$ cat config.mk
export PLATFORM = sky130hd
export DESIGN_NAME = payload_regfile
export DESIGN_NICKNAME = d
export VERILOG_FILES = /design/src/rtl/comm_pkg.sv /design/src/rtl/payload_snapshot.sv /design/src/rtl/payload_regfile.sv
export SDC_FILE = /design/constraint.sdc
export NUM_CORES = 1
export LEC_CHECK = 0
export ABC_AREA = 1
export CORE_MARGIN = 5
export CORE_UTILIZATION = 52
export CTS_CLUSTER_DIAMETER = 120
export DETAILED_ROUTE_END_ITERATION = 6
export PLACE_DENSITY = 0.85
export REMOVE_ABC_BUFFERS = 1
export SETUP_SLACK_MARGIN = 0.15
export SLEW_MARGIN = 25
export SYNTH_ARGS = -nofsm -noshare
export SYNTH_HDL_FRONTEND = slang
export SYNTH_SLANG_ARGS = --single-unit
$ cat constraint.sdc
create_clock -name i_Clk -period 1.6 [get_ports i_Clk]
set_input_delay 0.16 -clock i_Clk [delete_from_list [all_inputs] [get_ports i_Clk]]
set_output_delay 0.16 -clock i_Clk [all_outputs]
set_load 0.05 [all_outputs]
$ cat src/rtl/comm_pkg.sv
// Shared byte-width constant, clog2 helper and parameter legality checks
// for the payload register file and its snapshot stage.
package comm_pkg;

  localparam int BYTE_W = 8;

  function automatic int clog2(input int value);
    int r;
    int v;
    r = 0;
    v = value - 1;
    while (v > 0) begin
      r = r + 1;
      v = v >> 1;
    end
    return (r < 1) ? 1 : r;
  endfunction

  function automatic bit depth_ok(input int depth);
    return (depth >= 2) && ((depth & (depth - 1)) == 0);
  endfunction

  function automatic bit out_bytes_ok(input int out_bytes, input int depth);
    return (out_bytes >= 1) && (out_bytes <= depth);
  endfunction

endpackage

$ cat src/rtl/payload_snapshot.sv
// Payload output register: commit-captured snapshot with valid/ready
// handshake and overrun flag, or a free-running copy in live mode.
module payload_snapshot
  import comm_pkg::*;
#(
  parameter int OUT_BYTES = 6,
  parameter int LIVE_MODE = 0
) (
  input  logic                        i_Clk,
  input  logic                        i_Rst_L,
  input  logic [BYTE_W*OUT_BYTES-1:0] i_Low_Bytes,
  input  logic                        i_Commit,
  input  logic                        i_Ready,
  output logic [BYTE_W*OUT_BYTES-1:0] o_Data,
  output logic                        o_Valid,
  output logic                        o_Overrun
);

  logic live;
  assign live = (LIVE_MODE != 0);

  // A commit while a snapshot is still unaccepted replaces it; a
  // simultaneous ready means the old one left this cycle, so no overrun.
  always_ff @(posedge i_Clk) begin
    if (!i_Rst_L) begin
      o_Data    <= '0;
      o_Valid   <= 1'b0;
      o_Overrun <= 1'b0;
    end else if (live) begin
      o_Data    <= i_Low_Bytes;
      o_Valid   <= 1'b1;
      o_Overrun <= 1'b0;
    end else if (i_Commit) begin
      o_Data    <= i_Low_Bytes;
      o_Valid   <= 1'b1;
      o_Overrun <= o_Valid && !i_Ready;
    end else begin
      o_Overrun <= 1'b0;
      if (o_Valid && i_Ready) begin
        o_Valid <= 1'b0;
      end
    end
  end

endmodule

$ cat src/rtl/payload_regfile.sv
// Byte-wide payload register file: random and streaming write paths,
// registered read-back port and a handshaked snapshot of the low bytes.
module payload_regfile
  import comm_pkg::*;
#(
  parameter  int DEPTH     = 16,
  parameter  int OUT_BYTES = 6,
  parameter  int LIVE_MODE = 0,
  localparam int AW        = clog2(DEPTH)
) (
  input  logic                        i_Clk,
  input  logic                        i_Rst_L,
  input  logic                        i_Wr_En,
  input  logic [AW-1:0]               i_Wr_Addr,
  input  logic [BYTE_W-1:0]           i_Wr_Data,
  input  logic                        i_Strm_Start,
  input  logic                        i_Strm_Valid,
  input  logic [BYTE_W-1:0]           i_Strm_Data,
  output logic                        o_Strm_Wrap,
  input  logic [AW-1:0]               i_Rd_Addr,
  output logic [BYTE_W-1:0]           o_Rd_Data,
  input  logic                        i_Commit,
  output logic [BYTE_W*OUT_BYTES-1:0] o_Data,
  output logic                        o_Valid,
  input  logic                        i_Ready,
  output logic                        o_Overrun
);

  if (!depth_ok(DEPTH)) begin : g_bad_depth
    $error("payload_regfile: DEPTH must be a power of two >= 2");
  end
  if (!out_bytes_ok(OUT_BYTES, DEPTH)) begin : g_bad_out_bytes
    $error("payload_regfile: OUT_BYTES must be in 1..DEPTH");
  end

  logic [BYTE_W-1:0]           mem [DEPTH];
  logic [AW-1:0]               strm_ptr;
  logic [AW-1:0]               strm_addr;
  logic [AW-1:0]               strm_ptr_nxt;
  logic [BYTE_W*OUT_BYTES-1:0] low_bytes;

  // A start in the same cycle as a byte lands that byte at address 0.
  always_comb begin
    strm_addr    = i_Strm_Start ? '0 : strm_ptr;
    strm_ptr_nxt = strm_addr;
    if (i_Strm_Valid) begin
      strm_ptr_nxt = strm_addr + 1'b1;
    end
  end

  always_ff @(posedge i_Clk) begin
    if (!i_Rst_L) begin
      strm_ptr    <= '0;
      o_Strm_Wrap <= 1'b0;
    end else begin
      strm_ptr    <= strm_ptr_nxt;
      o_Strm_Wrap <= i_Strm_Valid && (strm_addr == AW'(DEPTH - 1));
    end
  end

  // Stream write is issued last so it wins an address collision.
  always_ff @(posedge i_Clk) begin
    if (!i_Rst_L) begin
      for (int i = 0; i < DEPTH; i++) begin
        mem[i] <= '0;
      end
    end else begin
      if (i_Wr_En) begin
        mem[i_Wr_Addr] <= i_Wr_Data;
      end
      if (i_Strm_Valid) begin
        mem[strm_addr] <= i_Strm_Data;
      end
    end
  end

  always_ff @(posedge i_Clk) begin
    if (!i_Rst_L) begin
      o_Rd_Data <= '0;
    end else begin
      o_Rd_Data <= mem[i_Rd_Addr];
    end
  end

  always_comb begin
    low_bytes = '0;
    for (int i = 0; i < OUT_BYTES; i++) begin
      low_bytes[i*BYTE_W +: BYTE_W] = mem[i];
    end
  end

  payload_snapshot #(
    .OUT_BYTES (OUT_BYTES),
    .LIVE_MODE (LIVE_MODE)
  ) u_snapshot (
    .i_Clk       (i_Clk),
    .i_Rst_L     (i_Rst_L),
    .i_Low_Bytes (low_bytes),
    .i_Commit    (i_Commit),
    .i_Ready     (i_Ready),
    .o_Data      (o_Data),
    .o_Valid     (o_Valid),
    .o_Overrun   (o_Overrun)
  );

endmodule

==> results of run 1 <==
-- sequential cells by signal, summed over array words and instances (netlist names) --
signal,cells
mem,128
u_snapshot.o_Data,48
o_Rd_Data,8
strm_ptr,4
o_Strm_Wrap,1
u_snapshot.o_Overrun,1
u_snapshot.o_Valid,1
-- layout make-up --
cell class / count / area (um2) / area share, %
flip-flops and latches: 191 / 5110 / 39.8
inverters: 115 / 440 / 3.43
clock buffers: 18 / 429 / 3.34
multi-input cells: 718 / 4130 / 32.1
clock inverters: 14 / 141 / 1.10
repair buffers: 221 / 2320 / 18.0
well taps: 229 / 287 / 2.23
-- cells in the mapped netlist --
library cell  instances  share of area [%]
nor2_2                1              0.067
nand2_4               1               0.12
nor2_1               42                1.7
o21ai_0             171                9.2
nand3b_1             10               0.80
nor3_1                2               0.11
a21oi_1              56                3.0
xor2_1                1              0.094
nand2_1             193                7.8
dfxtp_1              63                 14
o21ai_1               5               0.27
inv_1               112                4.5
buf_6                 9                1.1
nor3b_4               1               0.20
buf_2                10               0.54
nor2_4                2               0.24
o211ai_1              1              0.080
edfxtp_1            128                 41
nand3_1             221                 12
inv_2                 2              0.080
nand2_2               6               0.40
clkbuf_1             41                1.6
clkinv_1              1              0.040
nand3_2               4               0.43
nor4_4                1               0.23
buf_1                22               0.88
-- worst max-delay path, stage by stage, from the launching register on --
cell	delay (ns)
dfxtp_2	0.36
inv_4	0.06
nor4_4	0.38
buf_6	0.20
nand2_4	0.09
buf_6	0.14
nand3_1	0.10
o21ai_0	0.10
-- repair_timing --
| action | CTS | global route |
|---|---|---|
| buffers inserted | 5 | 12 |
| pin swaps | 11 | 18 |
| cloned | 5 | 3 |
| resized for setup | 59 | 245 |
| endpoints found under the setup margin | 246 | 258 |
-- power by group through the flow --
| stage | clock network (mW) | registers, mW | logic, mW |
|---|---|---|---|
| 2_1_floorplan | 0 | 6.02 | 0.486 |
| 3_3_place_gp | 0 | 5.69 | 1.66 |
| 3_5_place_dp | 0 | 5.70 | 1.69 |
| 4_1_cts | 4.17 | 5.59 | 1.74 |
| 5_1_grt | 4.45 | 5.62 | 2.00 |
| 6_report | 4.26 | 5.60 | 1.93 |
-- kinds of logic (layout without fill, tap and decap cells) --
group,Yosys count,in the layout,share of synthesized area [%]
flip-flops,191,191,54.7
XOR/XNOR,1,1,0.0939
AND/OR/NAND/NOR,484,484,23.9
AO/OA/AOI/OAI,233,233,12.5
buffers and inverters,197,368,8.78
-- routing by layer --
layer / vias up / GRT usage (%) / wire [um]
li1: 4089 / - / -
met1: 4297 / 35.1 / 11000
met2: 842 / 47.0 / 15700
met3: 270 / 6.98 / 4570
met4: 0 / 16.9 / 2720
met5: - / 0 / 0
-- path summary, 6_finish.rpt --
path | startpoint | cells after the start | endpoint
worst max-delay path | strm_ptr[3]$_SDFF_PN0_ | 7 | mem[10][3]$_DFFE_PP_
worst min-delay path | i_Commit | 3 | u_snapshot.o_Data[40]$_SDFFE_PN0P_
worst max register to register | strm_ptr[3]$_SDFF_PN0_ | 7 | mem[10][3]$_DFFE_PP_
worst min register to register | u_snapshot.o_Valid$_SDFFE_PN0P_ | 2 | u_snapshot.o_Overrun$_SDFF_PN0_
==> results.sh, run 1 <==
export IMPL_cts_tree="yes"
export IMPL_status="complete, but fails checks"
export IMPL_viasPerCell=6.31
export IMPL_clkTransAtPathRegs_ns=0.08
export IMPL_slew_headroom_pct=70.2
export IMPL_drive_gt1_share_pct=28.9
export IMPL_grt_max_degree=96
export IMPL_rows=49
export IMPL_numCtsBuffers=17
export IMPL_critical_path_class="flip-flop to flip-flop"
export IMPL_first_global_vias=8511
export IMPL_synth_distinct_cells=26
export IMPL_cts_root_buf="clkbuf_16"
export IMPL_routedWlPerCell_um=22.6
export IMPL_pwr_share_seq_pct=47.5
export IMPL_place_ws_ns=-0.469
export IMPL_switching_share_pct=28.6
export IMPL_fin_ws_ns=-0.0806
export IMPL_rrSetupSlack_ns=-0.08
export IMPL_maxCapViolations=0
export IMPL_grt_pass1_wl_mm=45.5
export IMPL_die_w_um=144
export IMPL_hold_violations=0
export IMPL_leakagePower_nw=5.30
export IMPL_drcViolationCount=3
export IMPL_mostFrequentLayoutCells="181 x nand2_1, 159 x nand3_1, 128 x edfxtp_1, 114 x buf_4, 105 x inv_1"
export IMPL_die_h_um=144
export IMPL_p_clk_share_pct=36.1
export IMPL_min_period_ns=1.68
export IMPL_clock_latency_ns=0.45
export IMPL_vias=9498
export IMPL_coreArea_um2=17800
export IMPL_synth_area_per_cell_um2=8.44
export IMPL_nets=1295
export IMPL_holdWs_ns=0.215
export IMPL_ys_seq_area_share_pct=54.7
export IMPL_cp_max_fo=5
export IMPL_p_comb_share_pct=16.3
export IMPL_placedCellCount=1449
export IMPL_drv_slew=0
export IMPL_nFillCells=1071
export IMPL_gp_congestion=0.953
export IMPL_grtUsageTotal_pct=28.9
export IMPL_ys_seq_elements=191
export IMPL_p_int_mw=8.42
export IMPL_synthCells=1106
export IMPL_fin_util_pct=72.1
export IMPL_grt_setup_unrepaired="true"
export IMPL_fin_cells=1506
export IMPL_die_area_um2=20700
export IMPL_required_ns=1.79
export IMPL_syn_area_um2=9330
export IMPL_finalSetupTns_ns=-0.907
export IMPL_worstPathArrival_ns=1.87
export IMPL_ys_warn_count=0
export IMPL_final_area_um2=12900
export IMPL_place_area_um2=11200
export IMPL_switching_power_mw=3.36
export IMPL_port_buffers=89
export IMPL_postRouteAntennaNets=0
export IMPL_drt_pass1_iter_count=7
export IMPL_clock_path_buffers=2
export IMPL_hpwl_mm=18.9
export IMPL_power_total_mw=11.8
export IMPL_grt_ovfl_total=0
export IMPL_fmax_mhz=595
export IMPL_final_common_cell="nand2_1"
export IMPL_area_growth_pct=37.8
export IMPL_antenna_found_initial=0
export IMPL_htreeDepth=4
export IMPL_num_io_pins=90
export IMPL_power_density_nw_per_um2=916
export IMPL_finalCritPeriodShare_pct=105
export IMPL_setup_worst_path_start_class="flip-flop"
export IMPL_tightest_slew_ns=0.446
export IMPL_initial_utilization_pct=52.3
export IMPL_cts_hold_buf=0
export IMPL_fin_worst_skew_ns=0.0120
export IMPL_hold_class="input port to flip-flop"
export IMPL_cp_end_kind="flip-flop"
export IMPL_num_antenna_cells=0
export IMPL_cts_sinks=191
export IMPL_setup_viol=30
export IMPL_drt_initial_drc_count=1624
export IMPL_violations="DRC, setup timing"
export IMPL_ir_worst_vdd_uv=767
export IMPL_wl_mm=34.0
(Power assumes the default switching activity.)
==> inputs of run 2 (changes only) <==
REMOVE_ABC_BUFFERS = default   (was 1)
==> results.sh, run 2 (synthesized netlist as in run 1, its figures left out) <==
export IMPL_status="complete, but fails checks"
export IMPL_violations="DRC, setup timing"
export IMPL_fin_ws_ns=-0.0495
export IMPL_cts_hold_buf=0
export IMPL_drt_initial_drc_count=1514
export IMPL_drive_gt1_share_pct=32.9
export IMPL_placedCellCount=1442
export IMPL_crit_slowest_cell="dfxtp_2"
export IMPL_grt_ovfl_total=0
export IMPL_top_register="mem"
export IMPL_coreArea_um2=17800
export IMPL_fin_util_pct=75.7
export IMPL_clkTransAtPathRegs_ns=0.08
export IMPL_final_common_cell="nand2_1"
export IMPL_slew_headroom_pct=60.1
export IMPL_largest_reg_flops=128
export IMPL_hold_class="input port to flip-flop"
export IMPL_htreeDepth=4
export IMPL_fin_worst_skew_ns=0.0137
export IMPL_tightest_slew_ns=0.598
export IMPL_grt_max_degree=63
export IMPL_numCtsBuffers=17
export IMPL_hold_violations=0
export IMPL_die_w_um=144
export IMPL_finalCritPeriodShare_pct=103
export IMPL_grt_setup_unrepaired="true"
export IMPL_routedWlPerCell_um=23.3
export IMPL_power_total_mw=12.0
export IMPL_grtUsageTotal_pct=30.8
export IMPL_gp_congestion=0.952
export IMPL_min_delay_start="i_Rst_L"
export IMPL_critPathMostFrequentCell="nor2_4"
export IMPL_worstPathArrival_ns=1.91
export IMPL_setup_viol=28
export IMPL_nets=1305
export IMPL_min_delay_path_depth=3
export IMPL_cp_end_kind="flip-flop"
export IMPL_final_area_um2=13500
export IMPL_postRouteAntennaNets=0
export IMPL_leakagePower_nw=5.48
export IMPL_area_growth_pct=44.6
export IMPL_ir_worst_vdd_uv=848
export IMPL_cts_tree="yes"
export IMPL_wl_mm=35.3
export IMPL_cts_sinks=191
export IMPL_clock_path_buffers=2
export IMPL_num_antenna_cells=0
export IMPL_mostFrequentLayoutCells="179 x nand2_1, 141 x nand3_1, 128 x edfxtp_1, 110 x buf_4, 106 x inv_1"
export IMPL_port_buffers=89
export IMPL_drv_slew=0
export IMPL_die_h_um=144
export IMPL_power_density_nw_per_um2=886
export IMPL_clock_latency_ns=0.45
export IMPL_drt_pass1_iter_count=7
export IMPL_crit_path_max_incr_delay_ns=0.32
export IMPL_crit_chain="inv_2 > nor2_4 > buf_4 > nor2_4 > buf_6 > nand2_4 > buf_2 > o21ai_0"
export IMPL_first_global_vias=9033
export IMPL_min_period_ns=1.65
export IMPL_rows=49
export IMPL_reg2reg_depth=8
export IMPL_hpwl_mm=18.5
export IMPL_setup_worst_path_start_class="flip-flop"
export IMPL_hold_end="u_snapshot.o_Data[8]$_SDFFE_PN0P_"
export IMPL_rrSetupSlack_ns=-0.05
export IMPL_viasPerCell=6.35
export IMPL_cp_max_fo=8
export IMPL_fin_cells=1516
export IMPL_grt_pass1_wl_mm=48.1
export IMPL_place_area_um2=11200
export IMPL_initial_utilization_pct=52.3
export IMPL_fmax_mhz=606
export IMPL_r2r_start="strm_ptr[0]$_SDFF_PN0_"
export IMPL_num_io_pins=90
export IMPL_vias=9624
export IMPL_die_area_um2=20700
export IMPL_top_regs="mem: 128 flops, u_snapshot.o_Data: 48 flops, o_Rd_Data: 8 flops"
export IMPL_required_ns=1.86
export IMPL_critical_path_class="flip-flop to flip-flop"
export IMPL_maxCapViolations=0
export IMPL_antenna_found_initial=0
export IMPL_syn_nets=1137
export IMPL_cts_root_buf="clkbuf_16"
export IMPL_timing_rr_end="mem[0][5]$_DFFE_PP_"
export IMPL_drcViolationCount=4
run 2: cell count changes in the layout (fill, tap and decap cells not counted), moves of 5 or more:
cell,before,now
nand3_1,159,141
buf_16,0,5
o21ai_2,33,50
o21ai_1,52,59
nor2_1,33,27
inv_4,2,7
nor2_2,4,9
nand3_2,53,65
nand2_8,3,12
nand3_4,13,21
o21ai_0,91,66
run 2: what timing repair did:
action	CTS	global route
pin swaps	14	19
endpoints found under the hold margin	0	0
cloned	15	2
endpoints found under the setup margin	250	257
gates resized for setup	174	189
buffers inserted	14	11
run 2: worst max-delay path: cells and delay by family (launching register included):
kind | cells | cell delay (ns)
buffers and inverters | 4 | 0.56
AND/OR/NAND/NOR | 3 | 0.32
flip-flops | 1 | 0.32
AO/OA/AOI/OAI | 1 | 0.25
run 2: worst max path at each step:
stage / startpoint / endpoint / slack [ns] / cells after the start
3_3_place_gp: i_Strm_Start / mem[5][2]$_DFFE_PP_ / -0.46 / 8
2_1_floorplan: strm_ptr[0]$_SDFF_PN0_ / mem[13][0]$_DFFE_PP_ / -0.01 / 9
4_1_cts: strm_ptr[0]$_SDFF_PN0_ / mem[8][4]$_DFFE_PP_ / 0.05 / 8
5_1_grt: strm_ptr[0]$_SDFF_PN0_ / mem[0][5]$_DFFE_PP_ / -0.09 / 8
3_5_place_dp: i_Strm_Start / mem[6][2]$_DFFE_PP_ / -0.52 / 8
6_report: strm_ptr[0]$_SDFF_PN0_ / mem[0][5]$_DFFE_PP_ / -0.05 / 8
run 2: area by class of cell:
type / instances / area [um2]
sequential: 191 / 5110
multi-input combinational: 724 / 4540
fill: 1038 / 4340
timing repair buffer: 225 / 2510
clock buffer: 18 / 450
inverter: 115 / 445
tap: 229 / 287
clock inverter: 14 / 146
run 2: report_power, final:
part / internal, mW / switching [mW]
Clock: 2.29 / 2.08
Sequential: 5.50 / 0.104
Combinational: 0.634 / 1.35
run 2: metrics by stage:
step / setup slack, ns / setup TNS, ns / hold slack (ns)
floorplan: -0.0138 / -0.467 / 0.295
global placement: -0.464 / -94.53 / 0.455
detailed placement: -0.525 / -105.05 / 0.471
CTS: 0.0512 / 0 / 0.108
global route: -0.0883 / -2.54 / 0.138
finish: -0.0495 / -0.665 / 0.113
run 2: routing by layer:
metal  GRT usage (%)  routed length (um)  up-vias  part of all wire [%]
li1                -                   -     4132                     -
met5               0                   0        -                     0
met1            36.1               11700     4447                    33
met3            6.81                4140      252                    12
met2            50.5               16700      793                    47
met4            21.0                2790        0                   7.9
